File: src/rtl/cdb_arbiter.sv
`default_nettype none
// ---------------------------------------------------------------------------
// cdb_arbiter: round-robin Common Data Bus arbiter with a registered broadcast.
// Revision 1.0
// ---------------------------------------------------------------------------
module cdb_arbiter #(
  parameter  int NUM_FU = 7,
  parameter  int TAG_W  = 5,
  parameter  int DATA_W = 32,
  localparam int IDX_W  = (NUM_FU > 1) ? $clog2(NUM_FU) : 1
) (
  input  logic                     clock,
  input  logic                     reset,
  input  logic                     squash,
  input  logic [NUM_FU-1:0]        fu_valid,
  input  logic [NUM_FU*TAG_W-1:0]  fu_tag,
  input  logic [NUM_FU*DATA_W-1:0] fu_value,
  output logic [NUM_FU-1:0]        ack,
  output logic                     cdb_valid,
  output logic [TAG_W-1:0]         cdb_tag,
  output logic [DATA_W-1:0]        cdb_value,
  output logic [IDX_W-1:0]         cdb_fu_idx
);

  logic [IDX_W-1:0]  rr_ptr_q, rr_ptr_d;
  logic              cdb_valid_q, cdb_valid_d;
  logic [TAG_W-1:0]  cdb_tag_q, cdb_tag_d;
  logic [DATA_W-1:0] cdb_value_q, cdb_value_d;
  logic [IDX_W-1:0]  cdb_idx_q, cdb_idx_d;

  logic              req_found;
  logic [IDX_W-1:0]  grant_idx;
  logic [IDX_W:0]    slot;
  logic              grant;

  // Walk upward from rr_ptr, wrapping at NUM_FU; first requester wins.
  always_comb begin
    req_found = 1'b0;
    grant_idx = '0;
    slot      = '0;
    for (int k = 0; k < NUM_FU; k++) begin
      slot = {1'b0, rr_ptr_q} + (IDX_W+1)'(k);
      if (slot >= (IDX_W+1)'(NUM_FU)) begin
        slot = slot - (IDX_W+1)'(NUM_FU);
      end
      if (!req_found && fu_valid[slot[IDX_W-1:0]]) begin
        req_found = 1'b1;
        grant_idx = slot[IDX_W-1:0];
      end
    end
  end

  assign grant = req_found && !squash && !reset;

  always_comb begin
    ack = '0;
    if (grant) begin
      ack[grant_idx] = 1'b1;
    end
  end

  always_comb begin
    rr_ptr_d    = rr_ptr_q;
    cdb_valid_d = grant;
    cdb_tag_d   = cdb_tag_q;
    cdb_value_d = cdb_value_q;
    cdb_idx_d   = cdb_idx_q;
    if (grant) begin
      cdb_tag_d   = fu_tag[grant_idx*TAG_W +: TAG_W];
      cdb_value_d = fu_value[grant_idx*DATA_W +: DATA_W];
      cdb_idx_d   = grant_idx;
      rr_ptr_d    = (grant_idx == IDX_W'(NUM_FU-1)) ? '0 : grant_idx + 1'b1;
    end
  end

  always_ff @(posedge clock or posedge reset) begin
    if (reset) begin
      rr_ptr_q    <= '0;
      cdb_valid_q <= 1'b0;
      cdb_tag_q   <= '0;
      cdb_value_q <= '0;
      cdb_idx_q   <= '0;
    end else begin
      rr_ptr_q    <= rr_ptr_d;
      cdb_valid_q <= cdb_valid_d;
      cdb_tag_q   <= cdb_tag_d;
      cdb_value_q <= cdb_value_d;
      cdb_idx_q   <= cdb_idx_d;
    end
  end

  assign cdb_valid  = cdb_valid_q;
  assign cdb_tag    = cdb_tag_q;
  assign cdb_value  = cdb_value_q;
  assign cdb_fu_idx = cdb_idx_q;

endmodule
`default_nettype wire

File: config.mk
export PLATFORM = sky130hd
export DESIGN_NAME = cdb_arbiter
export DESIGN_NICKNAME = d
export VERILOG_FILES = /design/src/rtl/cdb_arbiter.sv
export SDC_FILE = /design/constraint.sdc
export NUM_CORES = 1
export LEC_CHECK = 0
export ABC_AREA = 1
export BUFFER_PORTS_ARGS = -buffer_cell sky130_fd_sc_hd__buf_2
export CAP_MARGIN = 20
export CORE_AREA = 2 2 124 126
export DETAILED_ROUTE_END_ITERATION = 10
export DIE_AREA = 0 0 126 128
export GPL_ROUTABILITY_DRIVEN = 0
export PLACE_DENSITY = 0.7
export SETUP_SLACK_MARGIN = 0.3
export SLEW_MARGIN = 0
export SYNTH_ARGS = -nofsm -noshare
export SYNTH_HDL_FRONTEND = slang
export SYNTH_SLANG_ARGS = --single-unit
File: constraint.sdc
create_clock -name clock -period 4.4 [get_ports clock]
set_input_delay 0.22 -clock clock [delete_from_list [all_inputs] [get_ports clock]]
set_output_delay 0.22 -clock clock [all_outputs]
set_load 0.02 [all_outputs]
# Word-level counts from Yosys, hierarchy flattened
# Index checks and enable logic that the tools add are counted.
[word_totals] reg_bits=44 input_bits=269 elab_cells=95
[op_classes] n_addsub=14 n_mul=1 order_cmp=16 n_eq_ne=1 shifts=2 mux=39 n_reduce_logical=17
[op_table] op="224-bit by 9-bit variable part select with 32-bit output" count=1
[op_table] op="3-bit two-way mux" count=15
[op_table] op="35-bit by 7-bit variable part select with 5-bit output" count=1
[op_table] op="3-bit by 4-bit < comparator with 1-bit output, second input constant" count=8
[op_table] op="4-bit by 3-bit greater-or-equal comparator with 1-bit output, second input constant" count=6
[op_table] op="1-bit binary-select mux with 3-bit select" count=7
[op_table] op="3-bit subtractor, second input constant" count=7
[op_table] op="1-bit two-way mux" count=15
[op_table] op="3-bit by 3-bit adder with 4-bit output, second input constant" count=3
[op_table] op="1-bit logical AND" count=9
[op_table] op="3-bit by 2-bit adder with 4-bit output, second input constant" count=2
[op_table] op="1-bit logical NOT" count=8
[op_table] op="7-bit two-way mux" count=1
[op_table] op="3-bit by 3-bit multiplier with 6-bit output, second input constant" count=1
[op_table] op="3-bit by 1-bit adder with 4-bit output, second input constant" count=1
[op_table] op="3-bit by 1-bit adder with 3-bit output, second input constant" count=1
[op_table] op="1-bit demux with 3-bit select" count=1
[op_table] op="3-bit == test, second input constant" count=1
[op_table] op="3-bit by 1-bit greater-or-equal comparator with 1-bit output, second input constant" count=1
[op_table] op="3-bit greater-or-equal comparator, second input constant" count=1

# Depth between registers and ports, before layout
[logic_depth] depth_word=28 depth_mapped=26 ltp_nobuf=24

# Least setup slack after synthesis
# No wires, ideal clock.
[synth_path] kind="register to output" from="register rr_ptr_q[1]" to="output port ack[1]" arrival_time_ns=3.263 required_ns=4.180 slack_ns=0.917 stages_incl_launch_ff=21 n_path_buf=1 cell_sequence="dfrtp_1 > inv_1 > ha_1 > inv_1 > fa_1 > o21ai_1 > inv_1 > nand3_1 > nand2_1 > nand2_1 > nand2_2 > nor2_4 > nand4_2 > inv_2 > nand3_1 > inv_2 > nor2_4 > nor2_4 > buf_2 > inv_1 > nor2_1"
[synth_between] elab_chain_len=28 elab_cells_between_ends=75 classes_between="add/sub: 13; order compare: 9; mux: 38; reduce/logical: 15"
[synth_rtl] element="start: declaration" line="25" rtl="logic [IDX_W-1:0] rr_ptr_q, rr_ptr_d;"
[synth_rtl] element="start signal: assignment" line="84" rtl="rr_ptr_q <= rr_ptr_d;"
[synth_rtl] element="parallel branches: the longest is 27 deep, another holds 3-bit by 1-bit adder with 4-bit output"
[synth_rtl] element="7-bit two-way mux (*)" line="57" rtl="if (grant) begin"
[synth_rtl] element="end: declaration" line="18" rtl="output logic [NUM_FU-1:0] ack,"
# Every way passes the cells marked *. The select of a mux whose other input is x is not followed.

# Final worst setup path
[layout_path] from="register rr_ptr_q[1]" to="output port ack[0]"
# Same word-level chain as after synthesis.

==> flow_summary.json <==
{
  "cts_buffers": 5,
  "synth_fa_ha_area_share_pct": 2.59,
  "synth_compound_area_share_pct": 3.78,
  "cts_buffer_depth": 2,
  "nFillCells": 1668,
  "cpPeakStageDelay_ps": 490,
  "slew_viol_final": 0,
  "grt_pass1_wl_um": 37000,
  "worstPathArrival_ps": 3690,
  "async_reset_ff_share_pct": 100,
  "cts_root_buf": "clkbuf_16",
  "fmax_mhz": 256,
  "core_area_um2": 14900,
  "cap_violations": 0,
  "start_util_pct": 37.7,
  "synth_seq_area_share_pct": 19.7,
  "hpwl_um": 18800,
  "ant_nets": 0,
  "layout-drive-gt1-share_pct": 30.2,
  "instances_no_fill": 1571,
  "syn_area_um2": 5600,
  "r2r_slack_ps": 540,
  "reg2reg_from": "rr_ptr_q[0]",
  "drc": 0,
  "syn_inst": 1063,
  "path_max_fanout": 14,
  "status": "complete, no violations",
  "post_drt_wl_per_cell_um": 15.1,
  "worst_slack_ps": 491,
  "criticalPathCategory": "flop to output port",
  "register_area_um2": 1110,
  "ys_seq_elements": 44,
  "ys_warn_count": 0,
  "slew_headroom_pct": 60.1,
  "rows": 45,
  "h-tree-depth": 2,
  "cts.sinks": 44,
  "critPathLaunchType": "flop",
  "grt_max_degree": 48,
  "antenna_found_initial": 1,
  "multi_input_area_um2": 3760,
  "hold_viol_final": 0,
  "fin_worst_skew_ps": 4.18,
  "hold_class": "primary input to flop",
  "drtIter0Drc": 642,
  "ys_types": 35,
  "vias_per_cell": 4.98,
  "crit_path_frequent_cell": "nand2_1",
  "period_share_pct": 88.8,
  "synth-xor-area-share_pct": 0,
  "critPathLaunch": "rr_ptr_q[1]",
  "cp-end-kind": "output port",
  "finalSetupViolations": 0,
  "cts_tree": "yes",
  "clkLatencyLatePin_ps": 290,
  "avgSynthCellArea_um2": 5.26,
  "io_buffers": 316,
  "cp-endpoint": "ack[0]",
  "cp_cell_sequence": "inv_4, ha_1, inv_1, fa_2, inv_1, nand2_1, nand2_1, nand3_1, nand2_1, nand2_1, nand2_2, nor2_4, nand3_1, nor2_2, nor2_1, nand3_2, nor3_1, buf_2",
  "dieArea_um2": 16100,
  "clk_pin_slew_worst_paths_ps": 70,
  "placed_area_um2": 7410,
  "dpl.cell_count": 1545,
  "synth_edf_count": 0,
  "ioPinCount": 317,
  "syn_to_final_growth_pct": 39.8,
  "r2r_cells": 22,
  "slowest_stage": "nor3_1",
  "r2r-end": "cdb_tag[3]",
  "grt_pass1_vias": 7167,
  "dieHeight_um": 128,
  "worstMarginPinSlew_ps": 597,
  "track_usage_pct": 28.5,
  "fin_area_um2": 7830,
  "tns_ps": 0,
  "required_ps": 4180,
  "synthFlopType": "dfrtp_1",
  "rsz0062_at_grt": "true",
  "syn_nets": 1343,
  "firstDrtPassIters": 6,
  "gr-total-overflow": 0,
  "nets": 1661,
  "dieWidth_um": 126,
  "synth_top_family_by_area": "simple AND/OR/NAND/NOR gates",
  "synthMuxAreaShare_pct": 0,
  "place_ws_ps": 268,
  "yosys.area_share.simple_pct": 59.0,
  "wl_um": 23700,
  "vias": 7818,
  "post-route-min-period_ps": 3910
}
-- logic make-up (layout without fill, tap and decap cells) --
kind of cell	after synthesis	after routing
simple gates	771	773
buf+inv	203	520
flops	44	44
compound gates	34	34
fa+ha+maj	11	11
other cells	0	1
-- layout by cell type (no fill, tap or decap), types with 7 or more instances in the layout --
cell type and n:
buf_4 33, nand2_2 9, dfrtp_1 41, nand4_1 9
nand3_1 190, nor2_4 8, nand2_1 459, inv_2 10
buf_2 315, nor2_1 77, o21ai_1 9, ha_1 8
o211ai_1 8, nand3_2 7, inv_1 145
-- critical path: cells and delay by family, from the launching register on --
kind / cells / cell delay, ps
and+or+nand+nor: 12 / 1810
DFF: 1 / 470
adders and majority gates: 2 / 580
buffers and inverters: 4 / 530
-- sequential cells by signal (all words and copies together), names as in the netlist --
name and cells:
cdb_fu_idx 3, rr_ptr_q 3, cdb_tag 5, cdb_valid 1, cdb_value 32
-- cell usage after synthesis (5+ instances only) --
cell type | number | share of area [%]
clkbuf_1 | 9 | 0.60
o211ai_1 | 8 | 1.1
o21ai_1 | 8 | 0.72
nand2_1 | 460 | 31
nand2_2 | 8 | 0.89
ha_1 | 10 | 2.2
nand3_1 | 192 | 17
o21ai_0 | 8 | 0.72
inv_1 | 147 | 9.9
buf_2 | 23 | 2.1
nor2_4 | 5 | 1.0
nand3_2 | 6 | 1.1
dfrtp_1 | 44 | 20
nand4_1 | 9 | 1.0
inv_2 | 9 | 0.60
buf_4 | 12 | 1.6
nor2_1 | 81 | 5.4
-- repair_timing --
action	CTS	global route
pin swaps	2	3
setup endpoints to repair	15	44
gates cloned	0	2
hold buffers	0	1
gates resized for setup	8	21
buffers inserted	3	10
endpoints found under the hold margin	0	4
-- per-stage QoR --
stage	util (%)	hold WS, ps
floorplan	-	401
global placement	49.9	464
detailed placement	49.9	465
CTS	51.4	203
global route	52.6	226
finish	52.6	207
-- routing by layer --
| layer | vias to the layer above | share of wire [%] | global-route usage [%] |
|---|---|---|---|
| li1 | 3915 | - | - |
| met3 | 46 | 7.3 | 5.01 |
| met1 | 3518 | 41 | 36.4 |
| met2 | 339 | 49 | 48.6 |
| met4 | 0 | 2.9 | 9.50 |
| met5 | - | 0 | 0 |
-- worst min-delay path by stage --
| stage | startpoint | endpoint | slack (ps) | cells after the start |
|---|---|---|---|---|
| after floorplan | fu_tag[31] | cdb_tag[1] | 400 | 4 |
| final | fu_value[214] | cdb_value[22] | 210 | 5 |
| after CTS | fu_value[214] | cdb_value[22] | 200 | 5 |
| after global placement | cdb_fu_idx[2] | cdb_fu_idx[2] | 460 | 2 |
| after detailed placement | cdb_fu_idx[2] | cdb_fu_idx[2] | 460 | 2 |
| after global routing | fu_value[214] | cdb_value[22] | 230 | 5 |
-- area by class of cell --
class / instances / share of cell area, %
Antenna cell: 1 / 0.0320
Clock buffer: 6 / 1.77
Clock inverter: 2 / 0.496
Inverter: 156 / 7.52
Multi-Input combinational cell: 818 / 48.0
Sequential cell: 44 / 14.2
Tap cell: 188 / 3.01
Timing Repair Buffer: 356 / 25.0
Power is not shown: default switching activity piles up to over one toggle a cycle in this logic, so the estimate is an artifact.
